## src/rtl/vfx_stream_pkg.sv

```systemverilog
// Shared definitions for the RGB444 Avalon-ST video stream stages.
// Frame geometry defaults, pixel layout and the region-detector state type.
package vfx_stream_pkg;

    localparam int VID_WIDTH  = 320;
    localparam int VID_HEIGHT = 240;

    localparam int PIX_W = 12;
    localparam int COL_W = 10;
    localparam int ROW_W = 9;

    localparam int RED_MSB = 11;
    localparam int RED_LSB = 8;
    localparam int GRN_MSB = 7;
    localparam int GRN_LSB = 4;
    localparam int BLU_MSB = 3;
    localparam int BLU_LSB = 0;

    localparam logic [PIX_W-1:0] EDGE_PIXEL = 12'hFFF;

    typedef enum logic [1:0] {
        IDLE,
        SEARCH,
        TRACK,
        DONE
    } region_state_t;

    typedef struct packed {
        logic [ROW_W-1:0] top;
        logic [ROW_W-1:0] bottom;
        logic [COL_W-1:0] left;
        logic [COL_W-1:0] right;
    } region_t;

    // The edge filter emits all-ones or all-zeros; any set bit is an edge.
    function automatic logic pix_active(input logic [PIX_W-1:0] p);
        return p != '0;
    endfunction

endpackage

```

## src/rtl/pixel_position_counter.sv

```systemverilog
// Beat-qualified column/row tracker for a raster video stream.
// A sop beat is pixel (0,0); row saturates at HEIGHT.
module pixel_position_counter
    import vfx_stream_pkg::*;
#(
    parameter int WIDTH  = VID_WIDTH,
    parameter int HEIGHT = VID_HEIGHT
) (
    input  logic             clk,
    input  logic             reset,
    input  logic             en,
    input  logic             sop,
    output logic [COL_W-1:0] col,
    output logic [ROW_W-1:0] row,
    output logic             row_start,
    output logic             row_end
);

    localparam logic [COL_W-1:0] COL_LAST = COL_W'(WIDTH - 1);
    localparam logic [ROW_W-1:0] ROW_SAT  = ROW_W'(HEIGHT);

    logic [COL_W-1:0] col_q;
    logic [ROW_W-1:0] row_q;

    // Position of the beat currently on the bus.
    assign col       = sop ? '0 : col_q;
    assign row       = sop ? '0 : row_q;
    assign row_start = (col == '0);
    assign row_end   = (col == COL_LAST);

    always_ff @(posedge clk or posedge reset) begin
        if (reset) begin
            col_q <= '0;
            row_q <= '0;
        end else if (en) begin
            if (row_end) begin
                col_q <= '0;
                row_q <= (row == ROW_SAT) ? row : row + 1'b1;
            end else begin
                col_q <= col + 1'b1;
                row_q <= row;
            end
        end
    end

endmodule

```

## src/rtl/edge_region_detector.sv

```systemverilog
// Finds the first dense band of edge pixels in each frame and reports its
// bounding box; the edge stream itself passes straight through.
module edge_region_detector
    import vfx_stream_pkg::*;
#(
    parameter int WIDTH      = VID_WIDTH,
    parameter int HEIGHT     = VID_HEIGHT,
    parameter int MARGIN     = 6,
    parameter int ROW_THRESH = 8,
    parameter int BAND_ROWS  = 60
) (
    input  logic             clk,
    input  logic             reset,
    input  logic             ready_in,
    input  logic             valid_in,
    input  logic             startofpacket_in,
    input  logic             endofpacket_in,
    input  logic [PIX_W-1:0] data_in,
    output logic             ready_out,
    output logic             valid_out,
    output logic             startofpacket_out,
    output logic             endofpacket_out,
    output logic [PIX_W-1:0] data_out,
    output logic             region_valid,
    output logic [ROW_W-1:0] region_top,
    output logic [ROW_W-1:0] region_bottom,
    output logic [COL_W-1:0] region_left,
    output logic [COL_W-1:0] region_right,
    output logic             frame_done
);

    localparam int CNT_W = $clog2(WIDTH + 1);

    assign ready_out         = ready_in;
    assign valid_out         = valid_in;
    assign startofpacket_out = startofpacket_in;
    assign endofpacket_out   = endofpacket_in;
    assign data_out          = data_in;

    region_state_t state, st_mid, st_nx;
    region_t       band_q, band_nx, region_q;
    logic          found_q, found_nx, fin;

    logic [CNT_W-1:0] row_cnt, cnt_base, cnt_nx;
    logic [COL_W-1:0] row_min, min_base, min_nx;
    logic [COL_W-1:0] row_max, max_base, max_nx;

    logic             beat, count_en;
    logic [COL_W-1:0] col;
    logic [ROW_W-1:0] row;
    logic             row_start, row_end;
    logic             in_frame, is_edge, dense;
    logic             search_last, track_last;
    logic [ROW_W:0]   band_last;

    assign beat     = valid_in && ready_in;
    assign count_en = beat && (state != IDLE || startofpacket_in);

    pixel_position_counter #(
        .WIDTH  (WIDTH),
        .HEIGHT (HEIGHT)
    ) u_pos (
        .clk       (clk),
        .reset     (reset),
        .en        (count_en),
        .sop       (startofpacket_in),
        .col       (col),
        .row       (row),
        .row_start (row_start),
        .row_end   (row_end)
    );

    assign in_frame = row < ROW_W'(HEIGHT);
    assign is_edge  = pix_active(data_in) && in_frame
                   && row >= ROW_W'(MARGIN)
                   && col >= COL_W'(MARGIN);

    // Row statistics including the beat on the bus, so row end sees its pixel.
    assign cnt_base = row_start ? '0 : row_cnt;
    assign min_base = row_start ? '1 : row_min;
    assign max_base = row_start ? '0 : row_max;

    assign cnt_nx = (is_edge && cnt_base != '1) ? cnt_base + 1'b1 : cnt_base;
    assign min_nx = (is_edge && col < min_base) ? col : min_base;
    assign max_nx = (is_edge && col > max_base) ? col : max_base;
    assign dense  = cnt_nx >= CNT_W'(ROW_THRESH);

    assign band_last   = {1'b0, band_q.top} + (ROW_W + 1)'(BAND_ROWS - 1);
    assign track_last  = ({1'b0, row} == band_last)
                      || (row == ROW_W'(HEIGHT - 1));
    assign search_last = (BAND_ROWS == 1) || (row == ROW_W'(HEIGHT - 1));

    always_comb begin
        st_mid   = state;
        st_nx    = state;
        found_nx = found_q;
        band_nx  = band_q;
        fin      = 1'b0;
        if (beat) begin
            // A sop always starts over, dropping any frame in progress.
            if (startofpacket_in) begin
                st_mid   = SEARCH;
                found_nx = 1'b0;
                band_nx  = '0;
            end
            st_nx = st_mid;
            if (row_end && in_frame) begin
                unique case (st_mid)
                    SEARCH: begin
                        if (dense) begin
                            found_nx       = 1'b1;
                            band_nx.top    = row;
                            band_nx.bottom = row;
                            band_nx.left   = min_nx;
                            band_nx.right  = max_nx;
                            st_nx          = search_last ? DONE : TRACK;
                        end
                    end
                    TRACK: begin
                        if (dense) begin
                            if (min_nx < band_nx.left) band_nx.left = min_nx;
                            if (max_nx > band_nx.right) band_nx.right = max_nx;
                            band_nx.bottom = row;
                        end
                        if (track_last) st_nx = DONE;
                    end
                    default: ;
                endcase
            end
            if (endofpacket_in && st_mid != IDLE) begin
                fin   = 1'b1;
                st_nx = IDLE;
            end
        end
    end

    always_ff @(posedge clk or posedge reset) begin
        if (reset) begin
            state   <= IDLE;
            found_q <= 1'b0;
            band_q  <= '0;
        end else begin
            state   <= st_nx;
            found_q <= found_nx;
            band_q  <= band_nx;
        end
    end

    always_ff @(posedge clk or posedge reset) begin
        if (reset) begin
            row_cnt <= '0;
            row_min <= '1;
            row_max <= '0;
        end else if (count_en) begin
            row_cnt <= cnt_nx;
            row_min <= min_nx;
            row_max <= max_nx;
        end
    end

    always_ff @(posedge clk or posedge reset) begin
        if (reset) begin
            region_valid <= 1'b0;
            region_q     <= '0;
            frame_done   <= 1'b0;
        end else begin
            frame_done <= fin;
            if (fin) begin
                region_valid <= found_nx;
                region_q     <= found_nx ? band_nx : '0;
            end
        end
    end

    assign region_top    = region_q.top;
    assign region_bottom = region_q.bottom;
    assign region_left   = region_q.left;
    assign region_right  = region_q.right;

endmodule

```

## config.mk

```make
export PLATFORM = sky130hd
export DESIGN_NAME = edge_region_detector
export DESIGN_NICKNAME = d
export VERILOG_FILES = /design/src/rtl/vfx_stream_pkg.sv /design/src/rtl/pixel_position_counter.sv /design/src/rtl/edge_region_detector.sv
export SDC_FILE = /design/constraint.sdc
export NUM_CORES = 1
export LEC_CHECK = 0
export ABC_AREA = 1
export BUFFER_PORTS_ARGS = -buffer_cell sky130_fd_sc_hd__clkbuf_2
export CAP_MARGIN = 40
export CORE_UTILIZATION = 65
export DETAILED_ROUTE_END_ITERATION = 8
export PLACE_DENSITY = 0.86
export SYNTH_ARGS = -nofsm -noshare
export SYNTH_HDL_FRONTEND = slang
export SYNTH_SLANG_ARGS = --single-unit
```

## constraint.sdc

```tcl
create_clock -name clk -period 13.9 [get_ports clk]
set_input_delay 0.695 -clock clk [delete_from_list [all_inputs] [get_ports clk]]
set_output_delay 0.695 -clock clk [all_outputs]
set_load 0.005 [all_outputs]
```

==> results.cfg, run 1 <==
[status]
status = complete, no violations

[layout]
n_antenna_cell = 0
final_nets = 1357
area_growth_pct = 8.82
drive_gt1_frac = 0.140
fill_cells = 1063

[worst_setup_path]
crit_buf_inv = 4
worstSetupStartpointType = primary input
critPathMaxStageDelay_ns = 0.61
end_kind = flop
path_delay_family = simple AND/OR/NAND/NOR gates
critPathMaxFanout = 58
critPathKind = primary input to flop
cpMostUsedCell = nand2_1
arrival_ns = 6.59
worstPathRequired_ns = 14.27
cp_slowest_cell = o21ai_0

[clocking]
cts_buffers = 17
clkSlewWorstSetupHoldPaths_ns = 0.07
insertion_delay_ns = 0.44
cts_tree = yes
cts-resized-gates = 0
clock_path_buffers = 2
cts_sinks = 129
postCtsSetupRepairBufs = 0
htreeDepth = 4
holdBufCountCts = 0
clock-root-buffer = clkbuf_16

[global_route]
grt_pass1_wl_mm = 37.8
grt_max_degree = 67
first_global_vias = 7756
track_usage = 0.332
grt_overflow_total = 0
antenna_found_initial = 0

[power]
p_int_mw = 0.751
p_clk_frac = 0.373
total_power_mw = 1.19
switching_power_mw = 0.438
ir_worst_vdd_v = 0.000104
switching_share = 0.368
p_comb_frac = 0.272
seqPwrFrac = 0.355
p_leak_nw = 5.32
p_per_area_nw_per_um2 = 121

[sta]
max_freq_mhz = 161
relSlewSlack = 0.404
skew_ns = 0.0131
finalSetupViolations = 0
finalCritPeriodShare = 0.447
min_period_ns = 6.21
setup-tns-final_ns = 0
rsz0062_at_grt = false
tightest_slew_ns = 0.893
hold_ws_ns = 0.418
drv_slew = 0
hold_viol_final = 0

[hold_path]
hold_path_class = primary input to asynchronous set/reset pin

[job]
drv_cap = 0

[die]
core_area_sq_um = 13400
die_h_microns = 120
rows = 42
start_util = 0.674
design.die.area_sq_um = 14400
ios = 74
die_x_microns = 120

[logic_synthesis]
synth_area_sq_um = 9030
syn_avg_cell_area_sq_um = 7.15
syn-num-nets = 1329
ys_types = 49
yosysWarningCount = 0
yosysSeqAreaShare = 0.359
ys_seq_elements = 129
syn_inst = 1263

[placement]
io_buffers = 73
place.gp.congestion = 0.977
hpwlAfterDp_mm = 15.6

[detailed_routing]
wire_per_inst_microns = 15.3
first_iter_violations = 909
drc = 0
num_vias = 8488
routed_wl_mm = 22.6
vias_per_cell = 5.74
first_pass_iters = 5
ant_nets = 0
[registers in the layout, summed over array words and instances (netlist names)]
| register | flops |
|---|---|
| region_valid | 1 |
| u_pos.col_q | 10 |
| u_pos.row_q | 9 |
| state | 2 |
| found_q | 1 |
| row_max | 10 |
| region_right | 10 |
| row_cnt | 9 |
| region_left | 10 |
| row_min | 10 |
| frame_done | 1 |
| region_top | 9 |
| band_q | 38 |
| region_bottom | 9 |
[kinds of logic after synthesis]
family | count (synthesis) | share of synthesized area
buffers and inverters | 212 | 0.109
adders and majority gates | 48 | 0.0665
and+or+nand+nor | 638 | 0.315
AOI/OAI and AO/OA | 219 | 0.135
xor gates and xnor gates | 17 | 0.0165
DFF | 129 | 0.359
[layer usage]
metal	vias up	track usage	wire, microns
li1	4129	-	-
met1	3945	0.496	10200
met2	377	0.498	10100
met3	37	0.0509	1960
met4	0	0.0961	320
met5	-	0	0
[worst register-to-register path: cells and delay by family (launching register included)]
family	cells	cell delay, ns
buffers and inverters	5	0.54
adders and majority gates	3	0.79
AOI/OAI and AO/OA	7	1.58
and+or+nand+nor	15	2.54
DFF	1	0.35
[cell usage in the layout (no fill, tap or decap), types with 3 or more instances in the layout]
| master | netlist | routed |
|---|---|---|
| dfstp_2 | 10 | 10 |
| nand4_1 | 9 | 9 |
| nor2_1 | 77 | 77 |
| clkbuf_16 | 0 | 17 |
| nor3_1 | 11 | 11 |
| a22o_1 | 9 | 9 |
| a21boi_0 | 6 | 6 |
| o21ai_0 | 98 | 98 |
| nand3_4 | 3 | 3 |
| inv_2 | 7 | 7 |
| inv_6 | 0 | 5 |
| a211oi_1 | 3 | 3 |
| xor2_1 | 10 | 10 |
| ha_1 | 48 | 48 |
| a31oi_1 | 12 | 12 |
| nor2_2 | 4 | 4 |
| nand2_2 | 16 | 16 |
| nand3_1 | 93 | 93 |
| nand2_1 | 397 | 397 |
| o21ai_1 | 25 | 25 |
| inv_1 | 131 | 130 |
| clkbuf_2 | 0 | 73 |
| a21oi_1 | 46 | 46 |
| inv_4 | 3 | 4 |
| o22ai_1 | 6 | 6 |
| xnor2_1 | 7 | 7 |
| dfrtp_1 | 119 | 119 |
| nand3_2 | 6 | 6 |
| clkinv_4 | 0 | 5 |
| buf_4 | 19 | 5 |
| nor2_4 | 9 | 9 |
[cell type report]
type	count	area [sq um]	share of cell area
multi-input combinational	922	4810	0.489
sequential	129	3240	0.330
inverter	141	539	0.0549
timing repair buffer	80	445	0.0453
clock buffer	18	429	0.0437
tap	176	220	0.0224
clock inverter	14	145	0.0148
[synthesized netlist by cell type, drive strengths merged]
master,count,share of area
a211oi,3,0.0025
a21boi,6,0.0050
a21o,2,0.0017
a21oi,46,0.025
a22o,9,0.0087
a31oi,12,0.0083
and2,1,0.00069
buf,40,0.036
clkbuf,31,0.013
dfrtp,119,0.33
dfstp,10,0.029
ha,48,0.066
inv,141,0.059
nand2,417,0.18
nand3,102,0.064
nand3b,1,0.00083
nand4,9,0.0062
nor2,91,0.048
nor3,13,0.0083
nor4,2,0.0021
o2111ai,2,0.0019
o211ai,2,0.0017
o21ai,125,0.070
o21bai,2,0.0017
o221ai,2,0.0019
o22ai,6,0.0042
o31ai,1,0.00083
o32ai,1,0.00097
or2,2,0.0014
xnor2,7,0.0068
xor2,10,0.0097
[worst paths after layout]
path	start	to	slack [ns]	depth (start not counted)
max	startofpacket_in	region_left[7]	7.69	29
min	reset	u_pos.row_q[1]	0.42	2
max reg2reg	u_pos.col_q[1]	region_left[7]	8.06	30
min reg2reg	found_q	found_q	0.48	2
max in group asynchronous	reset	band_q[4]	12.18	3
min in group clk	found_q	found_q	0.48	2
[power groups by stage]
stage / combinational, mW / clock, mW / sequential [mW]
floorplan: 0.265 / 0 / 0.424
global placement: 0.303 / 0 / 0.429
detailed placement: 0.314 / 0 / 0.428
CTS: 0.317 / 0.444 / 0.422
global route: 0.363 / 0.459 / 0.425
finish: 0.323 / 0.443 / 0.422
[through the flow]
stage	utilization	area (sq um)	instances	setup slack, ns
global placement	0.688	9210	1446	7.72
CTS	0.734	9830	1480	7.82
detailed placement	0.691	9260	1448	7.43
floorplan	-	9030	1263	8.58
global route	0.734	9830	1480	7.19
finish	0.734	9830	1480	7.69
(Power assumes the default switching activity.)
==> run 2: changes to the inputs <==
--- a/config.mk
+++ b/config.mk
@@ -5,12 +5,12 @@
 export SDC_FILE = /design/constraint.sdc
 export NUM_CORES = 1
 export LEC_CHECK = 0
-export ABC_AREA = 1
+export ABC_AREA = 0
 export BUFFER_PORTS_ARGS = -buffer_cell sky130_fd_sc_hd__clkbuf_2
 export CAP_MARGIN = 40
-export CORE_UTILIZATION = 65
+export CORE_UTILIZATION = 61
 export DETAILED_ROUTE_END_ITERATION = 8
-export PLACE_DENSITY = 0.86
+export PLACE_DENSITY = 0.81
 export SYNTH_ARGS = -nofsm -noshare
 export SYNTH_HDL_FRONTEND = slang
 export SYNTH_SLANG_ARGS = --single-unit
==> constraint.sdc (replaced) <==
create_clock -name clk -period 6.38 [get_ports clk]
set_input_delay 0.319 -clock clk [delete_from_list [all_inputs] [get_ports clk]]
set_output_delay 0.319 -clock clk [all_outputs]
set_load 0.005 [all_outputs]
==> results.cfg, run 2 <==
[logic_synthesis]
synth_top_area_share = 0.343
syn-num-nets = 1072
ys_types = 83
synth_area_sq_um = 8690
synth-edff-count = 0
yosysWarningCount = 0
synthTopCellsByCount = nand2_1, dfrtp_1, o21ai_0
yosysSeqAreaShare = 0.373
synthFlopType = dfrtp_1
yosysMostFrequentCell = nand2_1
ys_seq_elements = 129
syn_inst = 1006
syn_avg_cell_area_sq_um = 8.63
synth_top_cell_by_area = dfrtp_1
async_flop_share = 1.00
yosys-top-cells-area = dfrtp_1, ha_1, nand2_1

[placement]
io_buffers = 73
dp.cells = 1213
place.gp.congestion = 0.952
pre_cts_slack_ns = 0.0446
hpwlAfterDp_mm = 16.5

[detailed_routing]
drc = 0
vias_per_cell = 6.39
num_vias = 7980
first_iter_violations = 633
routed_wl_mm = 23.4
highest_layer = met4
first_pass_iters = 6
wire_per_inst_microns = 18.7
dr_wl_met2_mm = 11.5
wl_met3_mm = 1.50
drt-met1-wl_mm = 9.70
ant_nets = 0

[layout]
n_antenna_cell = 0
final_nets = 1122
top_register = band_q
layoutNonFillerInstCount = 1249
drive_gt1_frac = 0.175
multi_input_area_sq_um = 4950
largest_register_ffs = 38
area_growth_pct = 12.8
seqCellArea_sq_um = 3240
fill_cells = 1051
final_cell_mix = nand2_1, dfrtp_1, clkbuf_2, o21ai_0, nor2_1
layout_commonest_cell = nand2_1

[worst_setup_path]
worstPathRequired_ns = 6.71
r2r-end = region_bottom[8]
path_delay_family = simple AND/OR/NAND/NOR gates
arrival_ns = 6.31
critPathKind = flop to flop
end_kind = flop
reg2regPathDepth = 19
worstSetupStartpointType = flop
path_cells = nor3_1, a41oi_4, buf_4, buf_4, and2_1, ha_1, and3_1, nand3_1, nor3_1, ha_1, a2111oi_2, nand3_2, o311a_1, nor3_2, buf_4, mux2_2, a32oi_1, nor2_1, a22o_1
critPathMaxFanout = 15
critPathMaxStageDelay_ns = 0.57
crit_buf_inv = 3
cpMostUsedCell = buf_4
cp_slowest_cell = nor3_2
rrSetupSlack_ns = 0.40
cp-startpoint = u_pos.col_q[5]
r2r-start = u_pos.col_q[5]

[sta]
setup_ws_ns = 0.398
drv_slew = 0
min_period_ns = 5.98
finalSetupViolations = 0
relSlewSlack = 0.423
max_freq_mhz = 167
finalCritPeriodShare = 0.938
hold_viol_final = 0
tightest_slew_ns = 0.862
setup-tns-final_ns = 0
hold_ws_ns = 0.00330
skew_ns = 0.00977

[power]
p_comb_frac = 0.122
p_clk_frac = 0.476
switching_share = 0.285
p_per_area_nw_per_um2 = 219
seqPwrFrac = 0.402
ir_worst_vdd_v = 0.000186
p_int_mw = 1.54
switching_power_mw = 0.614
p_leak_nw = 4.54

[clocking]
htreeDepth = 4
insertion_delay_ns = 0.44
clock-root-buffer = clkbuf_16
cts_buffers = 17
cts_tree = yes
clock_path_buffers = 2
cts_sinks = 129
clkSlewWorstSetupHoldPaths_ns = 0.07

[global_route]
grt_max_degree = 66
first_global_vias = 7463
grt_pass1_wl_mm = 37.5
grt_overflow_total = 0
antenna_found_initial = 0
track_usage = 0.328

[die]
die_x_microns = 121
design.die.area_sq_um = 14700
die_h_microns = 121
core_area_sq_um = 13900
rows = 43
start_util = 0.626
ios = 74

[hold_path]
hold_path_class = primary input to asynchronous set/reset pin

[status]
status = complete, no violations

[job]
drv_cap = 0
run 2: final cells by class:
type / instances / share of cell area
Sequential cell: 129 / 0.331
Multi-Input combinational cell: 768 / 0.506
Clock buffer: 17 / 0.0434
Inverter: 38 / 0.0148
Clock inverter: 15 / 0.0192
Timing Repair Buffer: 102 / 0.0633
Tap cell: 180 / 0.0230
run 2: how the worst max path moves through the flow:
stage,endpoint,slack [ns],depth (start not counted)
after floorplan,region_right[7],0.37,29
after global placement,region_right[4],0.24,24
after global routing,region_right[7],-0.02,24
after CTS,region_right[7],0.11,24
after detailed placement,region_right[7],0.04,25
final,region_bottom[8],0.40,19
run 2: cell families after synthesis:
logic type | synth area share
mux | 0.0218
flops | 0.373
fa+ha+maj | 0.0691
simple gates | 0.212
buf+inv | 0.0601
compound gates | 0.248
xor+xnor | 0.0161
run 2: what timing repair did:
| action | 4_1_cts | 5_1_grt |
|---|---|---|
| setup buffers | 0 | 4 |
| hold buffers | 0 | 0 |
| resized for setup | 0 | 5 |
| setup endpoints to repair | 0 | 20 |
run 2: per-stage QoR:
step                      utilization  power, mW  cell area [sq um]
after floorplan                     -       1.05               8690
after global placement          0.653       1.11               9070
after detailed placement        0.658       1.13               9130
after CTS                       0.702       2.14               9740
after global routing            0.706       2.22               9800
final                           0.706       2.15               9800
run 2: metal layers:
metal	up-vias	track usage
li1	3740	-
met1	3832	0.409
met2	342	0.549
met3	66	0.0592
met4	0	0.152
met5	-	0
run 2: power groups by stage:
| stage | combinational [mW] | clock, mW | sequential, mW |
|---|---|---|---|
| 5_1_grt | 0.292 | 1.07 | 0.867 |
| 6_report | 0.263 | 1.02 | 0.864 |
| 3_5_place_dp | 0.248 | 0 | 0.878 |
| 3_3_place_gp | 0.236 | 0 | 0.877 |
| 4_1_cts | 0.249 | 1.03 | 0.864 |
| 2_1_floorplan | 0.176 | 0 | 0.874 |
